==> config.mk <==
export PLATFORM = sky130hd
export DESIGN_NAME = bird_physics_flat
export DESIGN_NICKNAME = d
export VERILOG_FILES = /design/src/rtl/bird_physics_if.sv /design/src/rtl/bird_physics.sv /design/src/flat_wrapper.sv
export SDC_FILE = /design/constraint.sdc
export NUM_CORES = 1
export LEC_CHECK = 0
export BUFFER_PORTS_ARGS = -buffer_cell sky130_fd_sc_hd__buf_2
export CORE_ASPECT_RATIO = 0.5
export CORE_MARGIN = 10
export CORE_UTILIZATION = 50
export DETAILED_ROUTE_END_ITERATION = 8
export HOLD_SLACK_MARGIN = 0.06
export PLACE_DENSITY = 0.71
export SYNTH_ARGS = -nofsm -noshare
export SYNTH_HDL_FRONTEND = slang
export SYNTH_SLANG_ARGS = --single-unit
export TNS_END_PERCENT = 1
==> constraint.sdc <==
create_clock -name Dis_clk -period 7.1 [get_ports Dis_clk]
set_input_delay 1.065 -clock Dis_clk [delete_from_list [all_inputs] [get_ports Dis_clk]]
set_output_delay 1.065 -clock Dis_clk [all_outputs]
set_load 0.005 [all_outputs]
==> src/rtl/bird_physics_if.sv <==
// Frame-rate control and sprite-state bundle between the bird engine and its environment.
// The engine takes the slave modport; the timing/renderer side takes the master modport.
interface bird_physics_if;
  logic              frame_tick;
  logic              flap;
  logic        [9:0] bird_y;
  logic signed [5:0] bird_vel;
  logic        [1:0] state;
  logic              game_over;
  logic        [1:0] wing;

  modport master (
    output frame_tick, flap,
    input  bird_y, bird_vel, state, game_over, wing
  );

  modport slave (
    input  frame_tick, flap,
    output bird_y, bird_vel, state, game_over, wing
  );
endinterface

==> src/rtl/bird_physics.sv <==
// Per-frame bird game-state engine: flap capture, gravity/velocity integration,
// ceiling/ground clamping, IDLE/PLAY/DEAD sequencing and wing animation.
module bird_physics #(
  parameter int START_Y  = 200,
  parameter int GROUND_Y = 300,
  parameter int BIRD_H   = 16,
  parameter int GRAVITY  = 1,
  parameter int FLAP_V   = 8,
  parameter int VMAX     = 10,
  parameter int ANIM_DIV = 6
) (
  input  logic          Dis_clk,
  input  logic          rst,
  bird_physics_if.slave bif
);

  typedef enum logic [1:0] {
    S_IDLE = 2'd0,
    S_PLAY = 2'd1,
    S_DEAD = 2'd2,
    S_BAD  = 2'd3
  } state_t;

  localparam int AW = (ANIM_DIV > 1) ? $clog2(ANIM_DIV) : 1;
  localparam logic        [9:0]  LP_START = 10'(START_Y);
  localparam logic        [9:0]  LP_FLOOR = 10'(GROUND_Y - BIRD_H);
  localparam logic signed [10:0] LP_FLOOR_S = 11'(GROUND_Y - BIRD_H);
  localparam logic signed [6:0]  LP_FLAP  = 7'(-FLAP_V);
  localparam logic signed [6:0]  LP_VMAX  = 7'(VMAX);
  localparam logic signed [6:0]  LP_GRAV  = 7'(GRAVITY);
  localparam logic     [AW-1:0]  LP_ANIM_LAST = AW'(ANIM_DIV - 1);

  state_t            r_state;
  logic        [9:0] r_bird_y;
  logic signed [5:0] r_bird_vel;
  logic              r_game_over;
  logic        [1:0] r_wing;
  logic     [AW-1:0] r_anim;
  logic              r_flap_q;
  logic              r_flap_pend;

  logic              w_flap_edge;
  logic              w_flap;
  logic signed [6:0] w_v_inc;
  logic signed [6:0] w_v_next;
  logic signed [10:0] w_y_next;

  // Velocity/position candidate for a PLAY tick; widened so the sums cannot wrap.
  always_comb begin
    w_flap_edge = bif.flap & ~r_flap_q;
    w_flap      = r_flap_pend | w_flap_edge;
    w_v_inc     = {r_bird_vel[5], r_bird_vel} + LP_GRAV;
    if (w_flap) begin
      w_v_next = LP_FLAP;
    end else if (w_v_inc > LP_VMAX) begin
      w_v_next = LP_VMAX;
    end else begin
      w_v_next = w_v_inc;
    end
    w_y_next = $signed({1'b0, r_bird_y}) + {{4{w_v_next[6]}}, w_v_next};
  end

  // Flap capture, state machine, kinematics and wing animation, all frame-tick driven.
  always_ff @(posedge Dis_clk) begin
    if (rst) begin
      r_state     <= S_IDLE;
      r_bird_y    <= LP_START;
      r_bird_vel  <= 6'sd0;
      r_game_over <= 1'b0;
      r_wing      <= 2'd0;
      r_anim      <= '0;
      r_flap_pend <= 1'b0;
      r_flap_q    <= 1'b1;
    end else begin
      r_flap_q <= bif.flap;
      if (bif.frame_tick) begin
        r_flap_pend <= 1'b0;
        // Wing phase advances while alive; frozen once dead.
        if (r_state == S_IDLE || r_state == S_PLAY) begin
          if (r_anim == LP_ANIM_LAST) begin
            r_anim <= '0;
            r_wing <= r_wing + 2'd1;
          end else begin
            r_anim <= r_anim + AW'(1);
          end
        end
        case (r_state)
          S_IDLE: begin
            r_bird_y <= LP_START;
            if (w_flap) begin
              r_state    <= S_PLAY;
              r_bird_vel <= LP_FLAP[5:0];
            end else begin
              r_bird_vel <= 6'sd0;
            end
          end
          S_PLAY: begin
            if (w_y_next[10]) begin
              r_bird_y   <= 10'd0;
              r_bird_vel <= 6'sd0;
            end else if (w_y_next >= LP_FLOOR_S) begin
              r_bird_y    <= LP_FLOOR;
              r_bird_vel  <= 6'sd0;
              r_state     <= S_DEAD;
              r_game_over <= 1'b1;
            end else begin
              r_bird_y   <= w_y_next[9:0];
              r_bird_vel <= w_v_next[5:0];
            end
          end
          S_DEAD: begin
            if (w_flap) begin
              r_state     <= S_IDLE;
              r_bird_y    <= LP_START;
              r_bird_vel  <= 6'sd0;
              r_game_over <= 1'b0;
            end
          end
          default: begin
            r_state     <= S_IDLE;
            r_bird_y    <= LP_START;
            r_bird_vel  <= 6'sd0;
            r_game_over <= 1'b0;
          end
        endcase
      end else if (w_flap_edge) begin
        r_flap_pend <= 1'b1;
      end
    end
  end

  assign bif.state     = r_state;
  assign bif.bird_y    = r_bird_y;
  assign bif.bird_vel  = r_bird_vel;
  assign bif.game_over = r_game_over;
  assign bif.wing      = r_wing;

endmodule

==> src/flat_wrapper.sv <==
// flat-port wrapper written by rule: the top's interface ports become plain ports
module bird_physics_flat 
#(
  parameter int START_Y  = 200,
  parameter int GROUND_Y = 300,
  parameter int BIRD_H   = 16,
  parameter int GRAVITY  = 1,
  parameter int FLAP_V   = 8,
  parameter int VMAX     = 10,
  parameter int ANIM_DIV = 6
)
  (Dis_clk, rst, bif_frame_tick, bif_flap, bif_bird_y, bif_bird_vel, bif_state, bif_game_over, bif_wing);
  bird_physics_if bif_i ();
  input  logic Dis_clk;
  input  logic rst;
  input wire logic [$bits(bif_i.frame_tick)-1:0] bif_frame_tick;
  input wire logic [$bits(bif_i.flap)-1:0] bif_flap;
  output wire logic [$bits(bif_i.bird_y)-1:0] bif_bird_y;
  output wire logic [$bits(bif_i.bird_vel)-1:0] bif_bird_vel;
  output wire logic [$bits(bif_i.state)-1:0] bif_state;
  output wire logic [$bits(bif_i.game_over)-1:0] bif_game_over;
  output wire logic [$bits(bif_i.wing)-1:0] bif_wing;
  assign bif_i.frame_tick = bif_frame_tick;
  assign bif_i.flap = bif_flap;
  assign bif_bird_y = bif_i.bird_y;
  assign bif_bird_vel = bif_i.bird_vel;
  assign bif_state = bif_i.state;
  assign bif_game_over = bif_i.game_over;
  assign bif_wing = bif_i.wing;
  bird_physics #(.START_Y(START_Y), .GROUND_Y(GROUND_Y), .BIRD_H(BIRD_H), .GRAVITY(GRAVITY), .FLAP_V(FLAP_V), .VMAX(VMAX), .ANIM_DIV(ANIM_DIV)) u_core (.Dis_clk(Dis_clk), .rst(rst), .bif(bif_i));
endmodule
Word level (Yosys, flattened, before mapping)
Index checks and enable logic that the tools add are counted.
- register bits: 26
- input port bits: 4
- output and inout port bits: 21
- word-level logic and storage cells: 54
- $add $sub $neg: 4
- order comparisons: 2
- equality and inequality tests: 7
- muxes and demuxes: 21
- bitwise operators: 4
- reductions and logical operators: 8
- operators by type and width (operator ; number):
    $mux 10 ; 3
    $mux 6 ; 4
    $pmux 10 s2 ; 1
    $pmux 6 s3 ; 1
    $mux 7 ; 2
    $add 10x11->11 ; 1
    $ge 11x10->1 const B ; 1
    $reduce_and 5->1 ; 2
    $mux 2 ; 4
    $add 6x2->7 const B ; 1
    $gt 7x5->1 const B ; 1
    $pmux 2 s3 ; 1
    $ne 2x1->1 const B ; 2
    $ne 2x2->1 const B ; 2
    $reduce_and 2->1 ; 2
    $add 3x1->3 const B ; 1
    $eq 3x3->1 const B ; 1
    $mux 1 ; 3
    $mux 3 ; 1
    $pmux 1 s3 ; 1
    $reduce_and 3->1 ; 1
    $add 2x1->2 const B ; 1
    $eq 2x1->1 const B ; 1
    $eq 2x2->1 const B ; 1
    6 further kinds ; 7

Longest topological paths before layout
Gate-level depths: netlist of the first run.
- word-level depth: 9
- depth in mapped cells: 18
- depth with buffers taken out: 18

Least setup slack after synthesis of the first run
No wires, ideal clock.
- path type: input port to flip-flop
- from: input bif_flap
- to: register u_core.r_bird_vel[1], in the netlist u_core.bif.bird_vel[1]
- library setup time: 0.069 ns
- arrival: 3.743 ns
- required time: 7.031 ns
- slack: 3.287 ns
- cell stages on the path: 13
- buffers on the path: 0
- cells stage by stage: a21oi_1 and2_1 nor2b_1 ha_1 inv_1 fa_1 nand3b_1 a21oi_1 o21ai_0 xnor2_1 nand4_1 or2_1 o21ai_1
- cells in the longest elaborated chain, start to end: 8
- elaborated cells between the ends (all ways): 10
- those cells by class: add/sub (1); order compare (1); eq/ne (1); mux (4); bitwise (2); reduce/logical (1)
- RTL lines (item ; line ; text):
    start, declared ; flat_wrapper.sv:17 ; input wire logic [$bits(bif_i.flap)-1:0] bif_flap;
    $and 1x1->1 (*) ; bird_physics.sv:50 ; w_flap_edge = bif.flap & ~r_flap_q;
    $or 1x1->1 (*) ; bird_physics.sv:51 ; w_flap = r_flap_pend | w_flap_edge;
    $mux 7 ; bird_physics.sv:53 ; if (w_flap) begin
    $add 10x11->11 ; bird_physics.sv:60 ; w_y_next = $signed({1'b0, r_bird_y}) + {{4{w_v_next[6]}}, w_v_next};
    $ge 11x10->1 ; bird_physics.sv:101 ; end else if (w_y_next >= LP_FLOOR_S) begin
    $mux 6 ; bird_physics.sv:101 ;
    $mux 6 ; bird_physics.sv:98 ; if (w_y_next[10]) begin
    $pmux 6 s3 ; bird_physics.sv:87 ; case (r_state)
    end signal, assigned ; bird_physics.sv:92 ; r_bird_vel <= LP_FLAP[5:0];
    end signal, assigned ; bird_physics.sv:108 ; r_bird_vel <= w_v_next[5:0];
    end, declared ; bird_physics.sv:35 ; logic signed [5:0] r_bird_vel;
Every way passes the cells marked *; elsewhere a longest branch is shown, timed or not.
A chain may end at the register's enable or synchronous reset.

Worst setup path in the final report of the first run
- from: register u_core.r_bird_vel[0], in the netlist u_core.bif.bird_vel[0]
- to: register u_core.r_bird_vel[2], in the netlist u_core.bif.bird_vel[2]
- cells in the longest elaborated chain, start to end: 9
- RTL lines (item ; line ; text):
    $add 6x2->7 (*) ; bird_physics.sv:52 ; w_v_inc = {r_bird_vel[5], r_bird_vel} + LP_GRAV;
    $gt 7x5->1 ; bird_physics.sv:55 ; end else if (w_v_inc > LP_VMAX) begin
    $mux 7 (*) ; bird_physics.sv:55 ;
    $mux 7 (*) ; bird_physics.sv:53 ;
    $add 10x11->11 ; bird_physics.sv:60 ;
    $ge 11x10->1 ; bird_physics.sv:101 ;
    $mux 6 ; bird_physics.sv:101 ;
    $mux 6 (*) ; bird_physics.sv:98 ;
    $pmux 6 s3 (*) ; bird_physics.sv:87 ;
Marks and branches as above.

==> metrics.txt, run 1 <==
global-route wire length before repair 7.31 mm; Clock Latency Late Sink between 0.2 and 0.3 ns; post-synth top area cell dfxtp_1; Post-synth EDFFs 0; First DRT Iteration DRCs 90; I/O pin count 25; most used flip-flop cell after synthesis dfxtp_1; clk buf depth 2; Max Slew Vio Count 0; vias in the first global route 1467; commonest non-fill, non-tap cell in the layout dfxtp_1; Mean Syn Cell Area 8.68 um2; DRT met1 WL 2.17 mm; Netlist Area Pre-Place between 1500 and 2000 um2; pin count of the biggest net entering global routing 17; share of cells above drive strength 1 15.9%; clock share of power 27.6%; sequential share of power between 40% and 50%; core area ~3500 um2; Non-Filler Instances around 280; met3 wire len 232 um; Least-Margin Pin Slew just under 0.7 ns; Leak a little under 0.0009 uW; via count 1605; post-synthesis cell type count 58; crit path DAT 4.71 ns; Internal 216 uW; Final GP Congestion 0.837; fin nets approximately 250; WL met2 around 1.9 mm; Worst EP required around 7.3 ns; Slew headroom 53.4%; Synth Area in Adders 10.6%; total global routing overflow 0; post-synthesis compound-gate area fraction 26.1%; min Tclk post-route 4.49 ns; ys async rst share 0%; worst clock skew approximately 0.0047 ns; fmax 0.223 GHz; GRT Total Usage 12.8%; final period utilization 63.3%; Post-DRT Antenna Nets 0; Hold WS ~0.48 ns; Mapped Nets 231; crit path max fanout 7; TritonRoute pass-1 iters 4; min-delay worst type flop to flop; CTS tree yes; Syn Inst Count 212; CTS H-Tree Depth 1; largest family of logic cells by synthesized area compound AO/OA/AOI/OAI gates; Max Used Layer met4; Crit. End Element flop; count of final hold-check violations 0; Power Total 313 uW; final wirelength 4.32 mm; WL/cell 15.3 um; RSZ-0062 raised after global routing false; DP HPWL 3.46 mm; Clock Tree Root clkbuf_8; Placed Cells 280; ranking of synthesized cells by area dfxtp_1, ha_1, nand2_1, a21oi_1, o21ai_0; Via density 5.67; count of buffers from port buffering 24; power density over cell area 158 nW/um2; FF+latch count, synth 26; share of the synthesized area in the top cell type 28.3%; Die H 62.9 um; Setup crit start kind flop; initial antenna violation count 0; Die ar. 6650 um2; Post-Route Setup TNS 0 ns; Sw Share 31.0%; Worst VDD drop around 0.000070 V; register area share after synthesis 28.3%; DP Area 1940 um2; Comb power frac 23.4%; Max Cap Viol 0; cts bufs inserted 3; # DRC 0; status finished clean; die span in x 106 um; kind of critical path flop to flop; xor-xnor portion of the synthesized cell area roughly 5.7%; Syn. warnings 0; simple-gate share of the synthesized area around 22%; diodes inserted 0; Initial Utilization 52.7%; final setup fails 0; CTS-repair resized insts 0; row count 15; most frequent cells in the layout dfxtp_1, buf_2, nand2_1, a21oi_1, ha_1; P&R area growth vs syn 7.89%; post-CTS setup buffers 0; mux cell area share after synthesis 0.544%; CTS clk-pin slew, worst paths 0.09 ns; Net Switching about 97 uW; Hold-fix buffers, CTS 0; Clock Sinks 26; cell area after layout 1980 um2
[power by group through the flow]
| stage | sequential (uW) | combinational [uW] | clock (uW) |
|---|---|---|---|
| floorplan | 156 | 60.2 | 0 |
| detailed placement | 157 | 72.4 | 0 |
| CTS | 153 | 72.5 | 86.6 |
| global route | 154 | 81.7 | 91.7 |
| finish | 153 | 73.3 | 86.5 |
| global placement | 156 | 70.3 | 0 |
[cell usage after synthesis, drive strengths merged, types with 4 or more instances]
master / number
dfxtp: 26
nand2: 22
a21oi: 14
ha: 14
nor2: 14
inv: 13
o21ai: 13
nor3: 8
xnor2: 6
xor2: 6
and3: 5
a22o: 4
nor2b: 4
[metrics by stage]
| stage | setup WS, ns | utilization [%] |
|---|---|---|
| after floorplan | 3.29 | - |
| after global placement | 2.47 | 55.7 |
| after detailed placement | 2.43 | 55.7 |
| after CTS | 2.66 | 56.8 |
| after global routing | 2.05 | 56.8 |
| final | 2.61 | 56.8 |
[routing by layer]
layer,vias to the layer above,track usage (%)
met5,-,0
met4,0,3.36
met3,4,2.88
met2,37,19.5
met1,756,17.5
li1,808,-
[final cells by class]
cell class / instances / area [um2]
clock buffer: 3 / 41.3
fill: 359 / 1510
inverter: 13 / 48.8
multi-input combinational: 166 / 1190
sequential: 26 / 520
tap: 51 / 63.8
timing repair buffer: 24 / 120
[cell families (layout without fill, tap and decap cells)]
logic type | Yosys count | in the layout
AND/OR/NAND/NOR | 76 | 76
adder cells (fa/ha/maj) | 15 | 15
buffers and inverters | 20 | 40
AO/OA/AOI/OAI | 62 | 62
flip-flops | 26 | 26
XOR/XNOR | 12 | 12
multiplexers | 1 | 1
[final timing paths]
| path | startpoint | to | slack (ns) | cells past startpoint |
|---|---|---|---|---|
| setup / recovery | u_core.bif.bird_vel[0]$_SDFFE_PP0P_ | u_core.bif.bird_vel[2]$_SDFFE_PP0P_ | 2.61 | 17 |
| hold / removal | u_core.bif.game_over$_SDFFE_PP0P_ | u_core.bif.game_over$_SDFFE_PP0P_ | 0.48 | 1 |
| setup reg to reg | u_core.bif.bird_vel[0]$_SDFFE_PP0P_ | u_core.bif.bird_vel[2]$_SDFFE_PP0P_ | 2.61 | 17 |
| hold reg to reg | u_core.bif.game_over$_SDFFE_PP0P_ | u_core.bif.game_over$_SDFFE_PP0P_ | 0.48 | 1 |
[worst max-delay path, stage by stage (launching register included)]
cell and delay (ns):
dfxtp_1 0.44, ha_1 0.21, and3_1 0.22, xnor2_1 0.16
o221ai_1 0.16, a21oi_1 0.23, and2_1 0.17, nor2b_1 0.19
ha_1 0.23, inv_1 0.07, fa_1 0.40, nand3b_1 0.25
a21oi_1 0.21, o21ai_0 0.22, xnor2_1 0.42, nand4_1 0.36
nor2_2 0.31, a22o_1 0.18
[state kept, by name, indices dropped and copies added (netlist names)]
name / count
u_core.bif.bird_vel: 6
u_core.bif.bird_y: 10
u_core.bif.game_over: 1
u_core.bif.state: 2
u_core.bif.wing: 2
u_core.r_anim: 3
u_core.r_flap_pend: 1
u_core.r_flap_q: 1
(Power assumes the default switching activity.)
==> run 2, diff against run 1 <==
Settings changed: ABC_AREA set to 1, PLACE_DENSITY 0.71 to 0.74.
Clock period 7.1 ns to 3.75 ns, I/O delays scaled along.
==> run 2 against run 1 <==
Net effect:
- setup slack got worse by 2.3 ns
- fmax increased by 29%
- clock power grew to 2.8 times the previous value
- sequential share of layout area down 1.6 points
- largest cell class unchanged
==> metrics.txt, run 2 <==
core area 3510 um2 (+0.54%); share of cells above drive strength 1 21.0% (+5.0 points); P&R area growth vs syn 15.7%; post-CTS setup buffers 0 (unchanged); post-synthesis cell type count 30 (-48%); commonest non-fill, non-tap cell in the layout nand2_1; number of flip-flops in the largest register 10 (unchanged); crit path DAT 3.69 ns (-1.02 ns); row count 15 (unchanged); register area share after synthesis 28.1% (-0.25 points); Max Cap Viol 0 (unchanged); GRT Total Usage 14.1% (+1.3 points); CTS tree yes; share of the synthesized area in the top cell type 28.1% (-0.25 points); min-delay worst type flop to flop; initial antenna violation count 0 (unchanged); Via density 5.14 (-9.4%); final period utilization 92.7% (+29 points); DP HPWL 3.69 mm (+6.7%); kind of critical path flop to flop; ys async rst share 0% (unchanged); WL/cell 13.3 um (-13%); Leak 0.00110 uW (+25%); I/O pin count 25 (unchanged); clk buf depth 2 (unchanged); Mean Syn Cell Area 6.67 um2 (-23%); FF+latch count, synth 26 (unchanged); CTS clk-pin slew, worst paths 0.10 ns (about the same); Post-Route Setup TNS 0 ns (unchanged); Hold-fix buffers, CTS 0 (unchanged); power density over cell area 355 nW/um2 (+130%); Die H 63.1 um (+0.30%); die span in x 106 um (+0.35%); TritonRoute pass-1 iters 4 (unchanged); most frequent cells in the layout nand2_1, inv_1, a21oi_1, buf_2, dfxtp_1; Syn Inst Count 278 (+31%); Worst EP required 3.97 ns (-3.35 ns); count of final hold-check violations 0 (unchanged); First DRT Iteration DRCs 100 (+11%); total global routing overflow 0 (unchanged); Setup crit start kind flop; global-route wire length before repair 8.00 mm (+9.3%); most used flip-flop cell after synthesis dfxtp_1; CTS H-Tree Depth 1 (unchanged); Least-Margin Pin Slew 0.669 ns (-0.0264 ns); vias in the first global route 1756 (+20%); RSZ-0062 raised after global routing true; Post-synth EDFFs 0 (unchanged); Clock Latency Late Sink 0.27 ns (about the same); via count 1829 (+14%); status finished clean; top-count cell post-synth nand2_1; Post-synth top cells nand2_1, inv_1, dfxtp_1; diodes inserted 0 (unchanged); Syn. warnings 0 (unchanged); Clock Sinks 26 (unchanged); Fill cells 326 (-9.2%); Crit. End Element flop; Worst VDD drop 0.000187 V (+170%); fin nets 325 (+28%); min Tclk post-route 3.48 ns (-1.02 ns); Initial Utilization 52.9% (+0.18 points); Clock Tree Root clkbuf_8; ranking of synthesized cells by area dfxtp_1, nand2_1, ha_1, inv_1, a21oi_1; worst clock skew 0.00226 ns (-0.00241 ns); final setup fails 0 (unchanged); count of buffers from port buffering 24 (unchanged); Power Total 762 uW (+140%); Netlist Area Pre-Place 1860 um2 (+0.88%); Max Slew Vio Count 0 (unchanged); Final GP Congestion 0.890 (+6.4%); Post-DRT Antenna Nets 0 (unchanged); Slew headroom 55.3% (+1.8 points); Die ar. 6700 um2 (+0.66%); post-synth top area cell dfxtp_1; fmax 0.288 GHz (+29%); # DRC 0 (unchanged); crit path max fanout 6 (-1); Mapped Nets 297 (+29%); final wirelength 4.75 mm (+9.9%); pin count of the biggest net entering global routing 20 (+3); cts bufs inserted 3 (unchanged); CTS-repair resized insts 0 (unchanged)
run 2: cell types whose count changed after synthesis, moves of 4 or more:
cell,before,now
nor3_1,8,3
nor2b_1,4,0
a21oi_1,14,25
nor2_1,13,19
and3_1,5,0
nand3_1,3,17
inv_1,13,43
nand2_1,22,76
a22o_1,4,0
nand3_2,0,5
nand2_2,0,5
o21ai_0,11,7
run 2: path summary, 6_finish.rpt:
| path | slack, ns | endpoint | cells past startpoint | from |
|---|---|---|---|---|
| hold reg to reg | 0.46 | u_core.bif.game_over$_SDFFE_PP0P_ | 2 | u_core.bif.game_over$_SDFFE_PP0P_ |
| hold / removal | 0.46 | u_core.bif.game_over$_SDFFE_PP0P_ | 2 | u_core.bif.game_over$_SDFFE_PP0P_ |
| setup reg to reg | 0.27 | u_core.bif.state[1]$_SDFFE_PP0P_ | 24 | u_core.bif.bird_vel[0]$_SDFFE_PP0P_ |
| setup / recovery | 0.27 | u_core.bif.state[1]$_SDFFE_PP0P_ | 24 | u_core.bif.bird_vel[0]$_SDFFE_PP0P_ |
run 2: metrics by stage:
step	instances	worst slack [ns]	hold slack, ns	util (%)	instance area [um2]
floorplan	278	0.560	0.442	-	1860
CTS	356	0.129	0.459	60.2	2110
detailed placement	352	0.179	0.438	58.2	2040
global route	356	-0.0593	0.483	61.2	2150
global placement	352	0.308	0.438	58.2	2040
finish	356	0.275	0.459	61.2	2150
run 2: cell type report:
class,count,area [um2],share of cell area [%]
repair buffers,26,135,6.29
clock buffers,3,41.3,1.92
multi-input cells,202,1170,54.5
flip-flops and latches,26,529,24.7
clock inverters,1,30.0,1.40
well taps,51,63.8,2.97
inverters,47,176,8.22
run 2: logic make-up after synthesis:
logic type / after synthesis / share of synthesized area, %
AOI/OAI and AO/OA: 39 / 11.9
xor gates and xnor gates: 6 / 2.83
adders and majority gates: 15 / 10.5
buffers and inverters: 50 / 10.2
DFF: 26 / 28.1
and+or+nand+nor: 142 / 36.5
run 2: per-layer routing:
| metal | track usage, % | up-vias | wire (um) |
|---|---|---|---|
| met3 | 4.06 | 2 | 342 |
| li1 | - | 938 | - |
| met5 | 0 | - | 0 |
| met1 | 18.1 | 841 | 2240 |
| met2 | 23.5 | 48 | 2160 |
| met4 | 1.34 | 0 | 10 |
run 2: report_power, final:
group          internal, uW  leakage (uW)  switching, uW  total (uW)
Combinational          72.8      0.000853            145         218
Sequential              291      0.000213           14.7         305
Clock                   143     0.0000357           95.8         239
run 2: worst max-delay path, stage by stage, from the launching register on:
cell	delay [ns]
dfxtp_4	0.39
ha_2	0.22
nand3_1	0.13
nor2_2	0.13
nor2_1	0.07
o31ai_2	0.28
nand2_1	0.13
nor2_2	0.13
ha_2	0.20
inv_1	0.05
fa_2	0.34
inv_1	0.10
nand3_2	0.07
nand2_1	0.10
nand2_1	0.06
nand3_2	0.10
xor2_1	0.20
nand2_1	0.09
nand2_2	0.13
nand2_4	0.07
nand2_4	0.11
nand3_2	0.10
nand2_1	0.07
nand2_1	0.05
nor2_1	0.09
==> run 3, diff against run 2 <==
Settings changed: ABC_AREA 1 to unset, CTS_BUF_LIST set to sky130_fd_sc_hd__clkbuf_16, PLACE_DENSITY 0.74 to 0.71.
Clock period 3.75 ns to 3.9 ns, I/O delays scaled along.
==> run 3 against run 2 <==
Net effect:
- sequential power decreased by 8.9%
- non-clock buffer count rose by 18
- fmax shrank 7.1%
- clock skew hardly changed
- design area grew 12%
- flip-flop and latch count did not move
- utilization is 7.7 points higher
- via count shrank 4.7%
- final cell count shrank 15%
- routed wire length rose by 8.7%
- first-iteration DRC count rose by 19%
- setup slack worse by 0.12 ns
- critical endpoint is now u_core.bif.state[0]$_SDFFE_PP0P_
- largest cell class unchanged
==> metrics.txt, run 3 (synthesis gave the netlist of run 1 again) <==
status finished clean; sequential share of power 36.6% (-3.5 points); die span in x 106 um (-0.35%); Worst Reg2Reg Path Length in Cells 16 (-33%); Worst VDD drop 0.000188 V (+0.48%); Power Total 760 uW (-0.24%); kind of critical path flop to flop; P&R area growth vs syn 30.8%; global-route wire length before repair 7.80 mm (-2.5%); min-delay worst type flop to flop; met2 Usage GRT 23.6% (+0.15 points); Internal 552 uW (+9.0%); initial antenna violation count 0 (unchanged); most frequent cells in the layout buf_2, dfxtp_1, nand2_1, buf_4; Post-DRT Antenna Nets 0 (unchanged); final wirelength 5.16 mm (+8.7%); row count 15 (unchanged); Leak 0.00103 uW (-6.5%); Initial Utilization 52.7% (-0.18 points); Setup crit start kind flop; CP Capture Point u_core.bif.state[0]$_SDFFE_PP0P_; Worst EP required 4.07 ns (+0.10 ns); Max Slew Vio Count 0 (unchanged); diodes inserted 0 (unchanged); share of cells above drive strength 1 36.8% (+16 points); Least-Margin Pin Slew 0.826 ns (+0.157 ns); Max Cap Viol 0 (unchanged); pin count of the biggest net entering global routing 17 (-15%); power density over cell area 316 nW/um2 (-11%); GRT Max-Usage Layer met2; Clock Latency Late Sink 0.27 ns (about the same); met1 global-route usage 17.2% (-0.93 points); Via density 5.73 (+12%); CP Launch Point u_core.bif.bird_vel[0]$_SDFFE_PP0P_; Sw Share 27.4% (-6.2 points); core area 3490 um2 (-0.53%); fmax 0.267 GHz (-7.1%); I/O pin count 25 (unchanged); Reg2Reg Setup Slack 0.16 ns (-0.12 ns); DP Area 2030 um2 (-0.43%); routing usage on met3 2.67% (-1.4 points); Final GP Congestion 0.895 (+0.61%); TritonRoute pass-1 iters 4 (unchanged); Comb power frac 23.0% (-5.6 points); worst clock skew 0.00201 ns (-0.000250 ns); number of flip-flops in the largest register 10 (unchanged); cts bufs inserted 3 (unchanged); DP HPWL 3.41 mm (-7.5%); final setup fails 0 (unchanged); min Tclk post-route 3.74 ns (+0.268 ns); Net Switching 208 uW (-19%); Crit. End Element flop; Clock Sinks 26 (unchanged); R2R Path Start u_core.bif.bird_vel[0]$_SDFFE_PP0P_; count of buffers from port buffering 24 (unchanged); Die ar. 6650 um2 (-0.65%); First DRT Iteration DRCs 119 (+19%); # DRC 0 (unchanged); fin nets 273 (-16%); WL/cell 17.0 um (+27%); Die H 62.9 um (-0.30%); Clock Tree Root clkbuf_16; clk buf depth 2 (unchanged); clock share of power 40.4% (+9.1 points); CTS H-Tree Depth 1 (unchanged); Slew headroom 44.7% (-11 points); total global routing overflow 0 (unchanged); GRT Total Usage 13.9% (-0.19 points); final period utilization 96.0% (+3.3 points); vias in the first global route 1644 (-6.4%); CTS clk-pin slew, worst paths 0.07 ns (-0.03 ns); crit path DAT 3.92 ns (+0.23 ns); count of final hold-check violations 0 (unchanged); CTS tree yes; Reg2Reg Capture Point u_core.bif.state[0]$_SDFFE_PP0P_; Post-Route Setup TNS 0 ns (unchanged); via count 1743 (-4.7%); crit path max fanout 7 (+1); cell area after layout 2410 um2 (+12%)
run 3: cell types whose count changed in the layout (fill, tap and decap cells not counted), moves of 4 or more:
cell and delta:
ha_4 +4, inv_1 -32, nand3_2 -5, a21oi_1 -14, nor2_1 -6, a22o_1 +4, nand3_1 -14, nand2_1 -56
nor3_1 +4, buf_4 +17
run 3: final cells by class:
class                           count  area [um2]
Fill cell                         283        1080
Timing Repair Buffer               44         274
Sequential cell                    26         528
Tap cell                           51        63.8
Clock buffer                        3        75.1
Inverter                           13        48.8
Clock inverter                      1        30.0
Multi-Input combinational cell    166        1390
run 3: worst max-delay path, cell delays in order, from the launching register on:
cell and delay [ns]:
dfxtp_4 0.39, ha_4 0.15, and3_4 0.23, buf_4 0.13
nand2_2 0.07, a211oi_2 0.21, a21oi_2 0.07, buf_4 0.14
and3_1 0.19, ha_1 0.33, nor2_2 0.18, o31ai_2 0.12
a311o_1 0.38, a2111oi_4 0.41, o211ai_4 0.16, and4_4 0.25
a2111oi_4 0.25
run 3: routing by layer:
layer  routed length [um]  vias to the layer above
met5                    0                        -
met3                  234                       11
met2                 2450                       62
met1                 2410                      815
met4                   70                        0
li1                     -                      855
run 3: how the worst min path moves through the flow:
stage               depth (start not counted)                               from                                end
global route                                1  u_core.bif.game_over$_SDFFE_PP0P_  u_core.bif.game_over$_SDFFE_PP0P_
finish                                      2      u_core.r_anim[1]$_SDFFE_PP0P_      u_core.r_anim[2]$_SDFFE_PP0P_
CTS                                         2  u_core.bif.bird_y[1]$_SDFFE_PP0P_  u_core.bif.bird_y[1]$_SDFFE_PP0P_
floorplan                                   2      u_core.r_anim[2]$_SDFFE_PP0P_      u_core.r_anim[2]$_SDFFE_PP0P_
detailed placement                          2  u_core.bif.bird_y[1]$_SDFFE_PP0P_  u_core.bif.bird_y[1]$_SDFFE_PP0P_
global placement                            1  u_core.bif.game_over$_SDFFE_PP0P_  u_core.bif.game_over$_SDFFE_PP0P_
run 3: power groups by stage:
stage | combinational, uW | clock (uW) | sequential [uW]
2_1_floorplan | 110 | 0 | 283
3_3_place_gp | 136 | 0 | 284
3_5_place_dp | 138 | 0 | 284
4_1_cts | 146 | 308 | 278
5_1_grt | 190 | 322 | 279
6_report | 175 | 307 | 278
run 3: what timing repair did:
item,4_1_cts,5_1_grt
pin swaps,10,18
buffers inserted,5,3
setup endpoints to repair,17,18
resized for setup,11,36
hold buffers,0,0
cloned,0,0
run 3: metrics by stage:
step / utilization, % / hold WS (ns) / std cells / worst slack (ns)
2_1_floorplan: - / 0.458 / 212 / 0.243
3_3_place_gp: 58.2 / 0.451 / 292 / -0.0592
3_5_place_dp: 58.2 / 0.478 / 292 / -0.171
4_1_cts: 63.4 / 0.488 / 301 / 0.00647
5_1_grt: 68.9 / 0.505 / 304 / -0.0285
6_report: 68.9 / 0.492 / 304 / 0.157
